## src/rtl/alu_pkg.sv

```systemverilog
// Shared opcode and flag-index constants for the pipelined ALU.
package alu_pkg;
  localparam logic [1:0] OP_SUB   = 2'b00;
  localparam logic [1:0] OP_NAND  = 2'b01;
  localparam logic [1:0] OP_LEAD1 = 2'b10;
  localparam logic [1:0] OP_OH2U2 = 2'b11;

  localparam int FLG_ERR = 0;
  localparam int FLG_NEG = 1;
  localparam int FLG_POS = 2;
  localparam int FLG_OVF = 3;
endpackage

```

## src/rtl/alu_core.sv

```systemverilog
// Combinational datapath: SUB / NAND / leading-ones / one-hot-to-index decode,
// plus the err/neg/pos/overflow flag vector on the final result.
module alu_core
  import alu_pkg::*;
#(
  parameter int WIDTH = 4,
  parameter bit SAT   = 1'b0
) (
  input  logic [WIDTH-1:0] a,
  input  logic [WIDTH-1:0] b,
  input  logic [1:0]       oper,
  output logic [WIDTH-1:0] result,
  output logic [3:0]       flag
);
  logic [WIDTH-1:0] diff, lead, idx;
  logic             sub_ovf, ovf, err, run, hit, multi;

  always_comb begin
    diff    = a - b;
    sub_ovf = (a[WIDTH-1] ^ b[WIDTH-1]) & (diff[WIDTH-1] ^ a[WIDTH-1]);

    // One MSB-first scan feeds both the leading-ones count and the one-hot decode.
    lead  = '0;
    idx   = '0;
    run   = 1'b1;
    hit   = 1'b0;
    multi = 1'b0;
    for (int i = WIDTH - 1; i >= 0; i--) begin
      run = run & a[i];
      if (run) lead = lead + WIDTH'(1);
      if (a[i]) begin
        multi = multi | hit;
        hit   = 1'b1;
        idx   = WIDTH'(i);
      end
    end

    result = '0;
    ovf    = 1'b0;
    err    = 1'b0;
    case (oper)
      OP_SUB: begin
        result = diff;
        ovf    = sub_ovf;
        if (SAT && sub_ovf)
          result = a[WIDTH-1] ? {1'b1, {(WIDTH-1){1'b0}}} : {1'b0, {(WIDTH-1){1'b1}}};
      end
      OP_NAND:  result = ~(a & b);
      OP_LEAD1: result = lead;
      default: begin
        result = (hit & ~multi) ? idx : '0;
        err    = ~hit | multi;
      end
    endcase

    flag          = '0;
    flag[FLG_ERR] = err;
    flag[FLG_NEG] = result[WIDTH-1] & (|result);
    flag[FLG_POS] = ~result[WIDTH-1] & (|result);
    flag[FLG_OVF] = ovf;
  end
endmodule

```

## src/rtl/alu_pipe.sv

```systemverilog
// Two-stage valid/ready ALU pipeline: operand register, result register,
// and a saturating count of delivered error beats.
module alu_pipe
  import alu_pkg::*;
#(
  parameter int WIDTH    = 4,
  parameter bit SAT      = 1'b0,
  parameter int ERRCNT_W = 8
) (
  input  logic                i_clk,
  input  logic                i_rstn,
  input  logic                i_valid,
  output logic                o_ready,
  input  logic [WIDTH-1:0]    i_arg0,
  input  logic [WIDTH-1:0]    i_arg1,
  input  logic [1:0]          i_oper,
  output logic                o_valid,
  input  logic                i_ready,
  output logic [WIDTH-1:0]    o_result,
  output logic [3:0]          o_flag,
  output logic [ERRCNT_W-1:0] o_err_cnt,
  input  logic                i_clr_err
);
  logic             s1_valid, s1_adv, s2_adv;
  logic [WIDTH-1:0] s1_a, s1_b, core_result;
  logic [1:0]       s1_oper;
  logic [3:0]       core_flag;

  assign s2_adv  = ~o_valid | i_ready;
  assign s1_adv  = ~s1_valid | s2_adv;
  assign o_ready = s1_adv;

  always_ff @(posedge i_clk or negedge i_rstn) begin
    if (!i_rstn) begin
      s1_valid <= 1'b0;
      s1_a     <= '0;
      s1_b     <= '0;
      s1_oper  <= '0;
    end else if (s1_adv) begin
      s1_valid <= i_valid;
      if (i_valid) begin
        s1_a    <= i_arg0;
        s1_b    <= i_arg1;
        s1_oper <= i_oper;
      end
    end
  end

  alu_core #(.WIDTH(WIDTH), .SAT(SAT)) u_core (
    .a      (s1_a),
    .b      (s1_b),
    .oper   (s1_oper),
    .result (core_result),
    .flag   (core_flag)
  );

  // Result/flags only load with a real beat, so they hold while stalled.
  always_ff @(posedge i_clk or negedge i_rstn) begin
    if (!i_rstn) begin
      o_valid  <= 1'b0;
      o_result <= '0;
      o_flag   <= '0;
    end else if (s2_adv) begin
      o_valid <= s1_valid;
      if (s1_valid) begin
        o_result <= core_result;
        o_flag   <= core_flag;
      end
    end
  end

  always_ff @(posedge i_clk or negedge i_rstn) begin
    if (!i_rstn)
      o_err_cnt <= '0;
    else if (i_clr_err)
      o_err_cnt <= '0;
    else if (o_valid & i_ready & o_flag[FLG_ERR] & ~&o_err_cnt)
      o_err_cnt <= o_err_cnt + ERRCNT_W'(1);
  end
endmodule

```

## config.mk

```make
export PLATFORM = sky130hd
export DESIGN_NAME = alu_pipe
export DESIGN_NICKNAME = d
export VERILOG_FILES = /design/src/rtl/alu_pkg.sv /design/src/rtl/alu_core.sv /design/src/rtl/alu_pipe.sv
export SDC_FILE = /design/constraint.sdc
export NUM_CORES = 1
export LEC_CHECK = 0
export CORE_MARGIN = 2
export CORE_UTILIZATION = 51
export DETAILED_ROUTE_END_ITERATION = 12
export GPL_ROUTABILITY_DRIVEN = 0
export PLACE_DENSITY = 0.79
export SYNTH_ARGS = -nofsm -noshare
export SYNTH_HDL_FRONTEND = slang
export SYNTH_HIERARCHICAL = 1
export SYNTH_SLANG_ARGS = --single-unit
export TNS_END_PERCENT = 50
```

## constraint.sdc

```tcl
create_clock -name i_clk -period 3 [get_ports i_clk]
set_clock_uncertainty 0.2 [all_clocks]
set_input_delay 0.6 -clock i_clk [delete_from_list [all_inputs] [get_ports i_clk]]
set_output_delay 0.6 -clock i_clk [all_outputs]
set_load 0.005 [all_outputs]
```

==> impl_metrics.csv <==
group,metric,value,unit
clocking,cts_inserted_buffers,3,
setup_path,path_common_cell,"clkdlybuf4s50_1",
drt,num_vias,1274,
clocking,cts_buffer_depth,2,
clocking,cts.htree.levels,1,
sta,worst_slew_pin_slew,0.416,ns
synth,synth_cell_type_count,47,
global_routing,gr-total-overflow,0,
clocking,cts_setup_buffers,0,
status,status,"finished clean",
power_and_ir_drop,cellPowerDensity,535,mW/mm2
power_and_ir_drop,p_total,1.11,mW
sta,rsz0062_at_grt,"false",
flow_run,maxCapViolCount,0,
synth,yosysSeqAreaShare,41.5,%
sta,period_minus_slack,2.72,ns
setup_path,path_class,"in -> out",
setup_path,critPathCaptureType,"primary output",
global_routing,grt_max_degree,29,
synth,synthCells,157,
min_path,min_path_cells,1,
finish,n_antenna_cell,0,
setup_path,worstSetupStartpointType,"input pin",
synth,ys.flop_type,"dfrtp_1",
synth,synthArstFlopShare,100,%
floorplanning,die_y,61.6,um
floorplanning,core,0.00310,mm2
clocking,cts.sinks,28,
floorplanning,initial_core_util,54.4,%
setup_path,reg2regPathDepth,10,
clocking,clkLatencyLatePin,0.33,ns
global_routing,groute.usage.overall,20.0,%
synth,syn_area_per_cell,10.8,um2
setup_path,slowest_delay,0.58,ns
drt,drc,0,
drt,first_pass_iters,4,
floorplanning,ios,33,
clocking,postCtsHoldBufs,0,
power_and_ir_drop,ir_drop,0.301,mV
synth,synth-seq-cells,28,
sta,setup_violations,0,
sta,drv_slew,0,
synth,post-synth-top-count-cell,"dfrtp_1",
sta,tns,0,ns
synth,synth.largest_area_cell,"dfrtp_1",
global_routing,grt_pass1_vias,1227,
synth,yosysWarnings,6,
clocking,cts_tree,"yes",
drt,routed_wl,3.26,mm
synth,synth_commonest_cells,"28 x dfrtp_1, 21 x mux2_2, 10 x inv_1",
drt,drt_iter0_markers,57,
sta,period_share,90.7,%
clocking,root_buffer,"clkbuf_4",
sta,hold_viol,0,
setup_path,arrival,1.92,ns
synth,yosys-top-cells-area,"dfrtp_1 41%, mux2_2 14%, ha_1 6.7%",
synth,synth.cell_area,0.00169,mm2
drt,wire_per_inst,14.1,um
setup_path,regToRegSetupSlack,0.41,ns
clocking,cts_repair_resize_count,0,
sta,relSlewSlack,72.3,%
setup_path,cp_num_buf_inv,2,
synth,synth_edf_count,0,
power_and_ir_drop,p_leak,0.893,nW
clocking,cts.clk_slew.worst_paths,0.14,ns
min_path,hp-class,"reg -> reg",
finish,drive_gt1_share,18.7,%
placement,post-place-ws,0.267,ns
setup_path,cp.depth,3,
placement,port_buffers,32,
setup_path,critPathRequiredTime,2.20,ns
setup_path,cpLargestDelayFamily,"buffers and inverters",
global_routing,antenna_found_initial,0,
global_routing,grt_pass1_wl,5.55,mm
setup_path,worst_path_max_delay_cell,"clkdlybuf4s50_1",
floorplanning,die_x,61.6,um
finish,num-fill-cells,256,
setup_path,path_cells,"clkdlybuf4s50_1 > nand3b_1 > clkdlybuf4s50_1",
synth,synth_top_area_share,41.5,%
floorplanning,rows,20,
synth,syn-num-nets,182,
sta,fmax,367,MHz
drt,avgViaCountPerCell,5.52,
placement,dp_hpwl,2.52,mm
finish,area_growth,22.7,%
floorplanning,dieArea,0.00379,mm2
sta,layout_setup_ws,0.278,ns
setup_path,critPathMaxFanout,6,
drt,ant_nets,0,
finish,final_nets,213,
## state kept, by name (all words and copies together) (netlist names)
| register | cells |
|---|---|
| o_flag | 4 |
| o_err_cnt | 8 |
| o_valid | 1 |
| s1_oper | 2 |
| s1_b | 4 |
| o_result | 4 |
| s1_valid | 1 |
| s1_a | 4 |
## cell type report
type,instances,area (um2),share of cell area (%)
Clock buffer,3,22.5,1.09
Clock inverter,1,30.0,1.45
Inverter,10,37.5,1.81
Multi-Input combinational cell,112,900,43.4
Sequential cell,28,701,33.8
Tap cell,44,55.1,2.66
Timing Repair Buffer,33,328,15.8
## per-stage QoR
| stage | util (%) | cell area, um2 | std cells | hold slack (ns) |
|---|---|---|---|---|
| 4_1_cts | 66.8 | 2070 | 231 | 0.334 |
| 3_5_place_dp | 65.1 | 2020 | 227 | 0.301 |
| 3_3_place_gp | 65.1 | 2020 | 227 | 0.287 |
| 5_1_grt | 66.8 | 2070 | 231 | 0.340 |
| 2_1_floorplan | - | 1690 | 157 | 0.104 |
| 6_report | 66.8 | 2070 | 231 | 0.327 |
## placed cells by master (no fill, tap or decap), types with 2 or more instances in the layout
cell,Yosys,final
and3_1,2,2
clkbuf_4,0,3
or4_1,2,2
nand4_1,2,2
mux2_2,21,21
mux2i_1,3,3
o21ai_0,4,4
a311oi_1,2,2
nor2_1,5,5
nand3b_1,2,2
ha_1,9,9
nand2_1,7,7
nor2b_1,5,5
nand3_1,5,5
nand2b_1,3,3
inv_1,10,10
and2_1,2,2
a21boi_0,2,2
clkdlybuf4s50_1,0,32
nand2_2,2,2
a21oi_1,8,8
dfrtp_1,28,28
xor2_1,4,4
## final timing paths
path                                              start                  endpoint
worst max-delay path                            i_ready                   o_ready
worst min-delay path            o_result[2]$_DFFE_PN0P_   o_result[2]$_DFFE_PN0P_
worst max register to register      s1_a[0]$_DFFE_PN0P_     o_flag[2]$_DFFE_PN0P_
worst min register to register  o_result[2]$_DFFE_PN0P_   o_result[2]$_DFFE_PN0P_
max in group asynchronous                        i_rstn       s1_a[0]$_DFFE_PN0P_
min in group asynchronous                        i_rstn  o_err_cnt[2]$_DFFE_PN0P_
## power breakdown
part           internal, mW  switching [mW]  total (mW)
combinational         0.221           0.133       0.354
clock                 0.135           0.110       0.245
sequential            0.440          0.0710       0.511
total                 0.796           0.314        1.11
## cells by family (layout without fill, tap and decap cells)
group	after synthesis	after routing	synth area share, %
and+or+nand+nor	48	48	16.7
DFF	28	28	41.5
AOI/OAI and AO/OA	26	26	10.8
muxes	24	24	15.8
buffers and inverters	17	47	5.26
adders and majority gates	10	10	7.85
xor gates and xnor gates	4	4	2.07
## metal layers
| layer | routed length [um] | part of all wire, % | track usage [%] | vias to the layer above |
|---|---|---|---|---|
| met4 | 38 | 1.2 | 5.47 | 0 |
| met1 | 1470 | 45 | 27.1 | 628 |
| met3 | 104 | 3.2 | 3.15 | 4 |
| met5 | 0 | 0 | 0 | - |
| li1 | - | - | - | 617 |
| met2 | 1640 | 50 | 33.2 | 25 |
(Power assumes the default switching activity.)
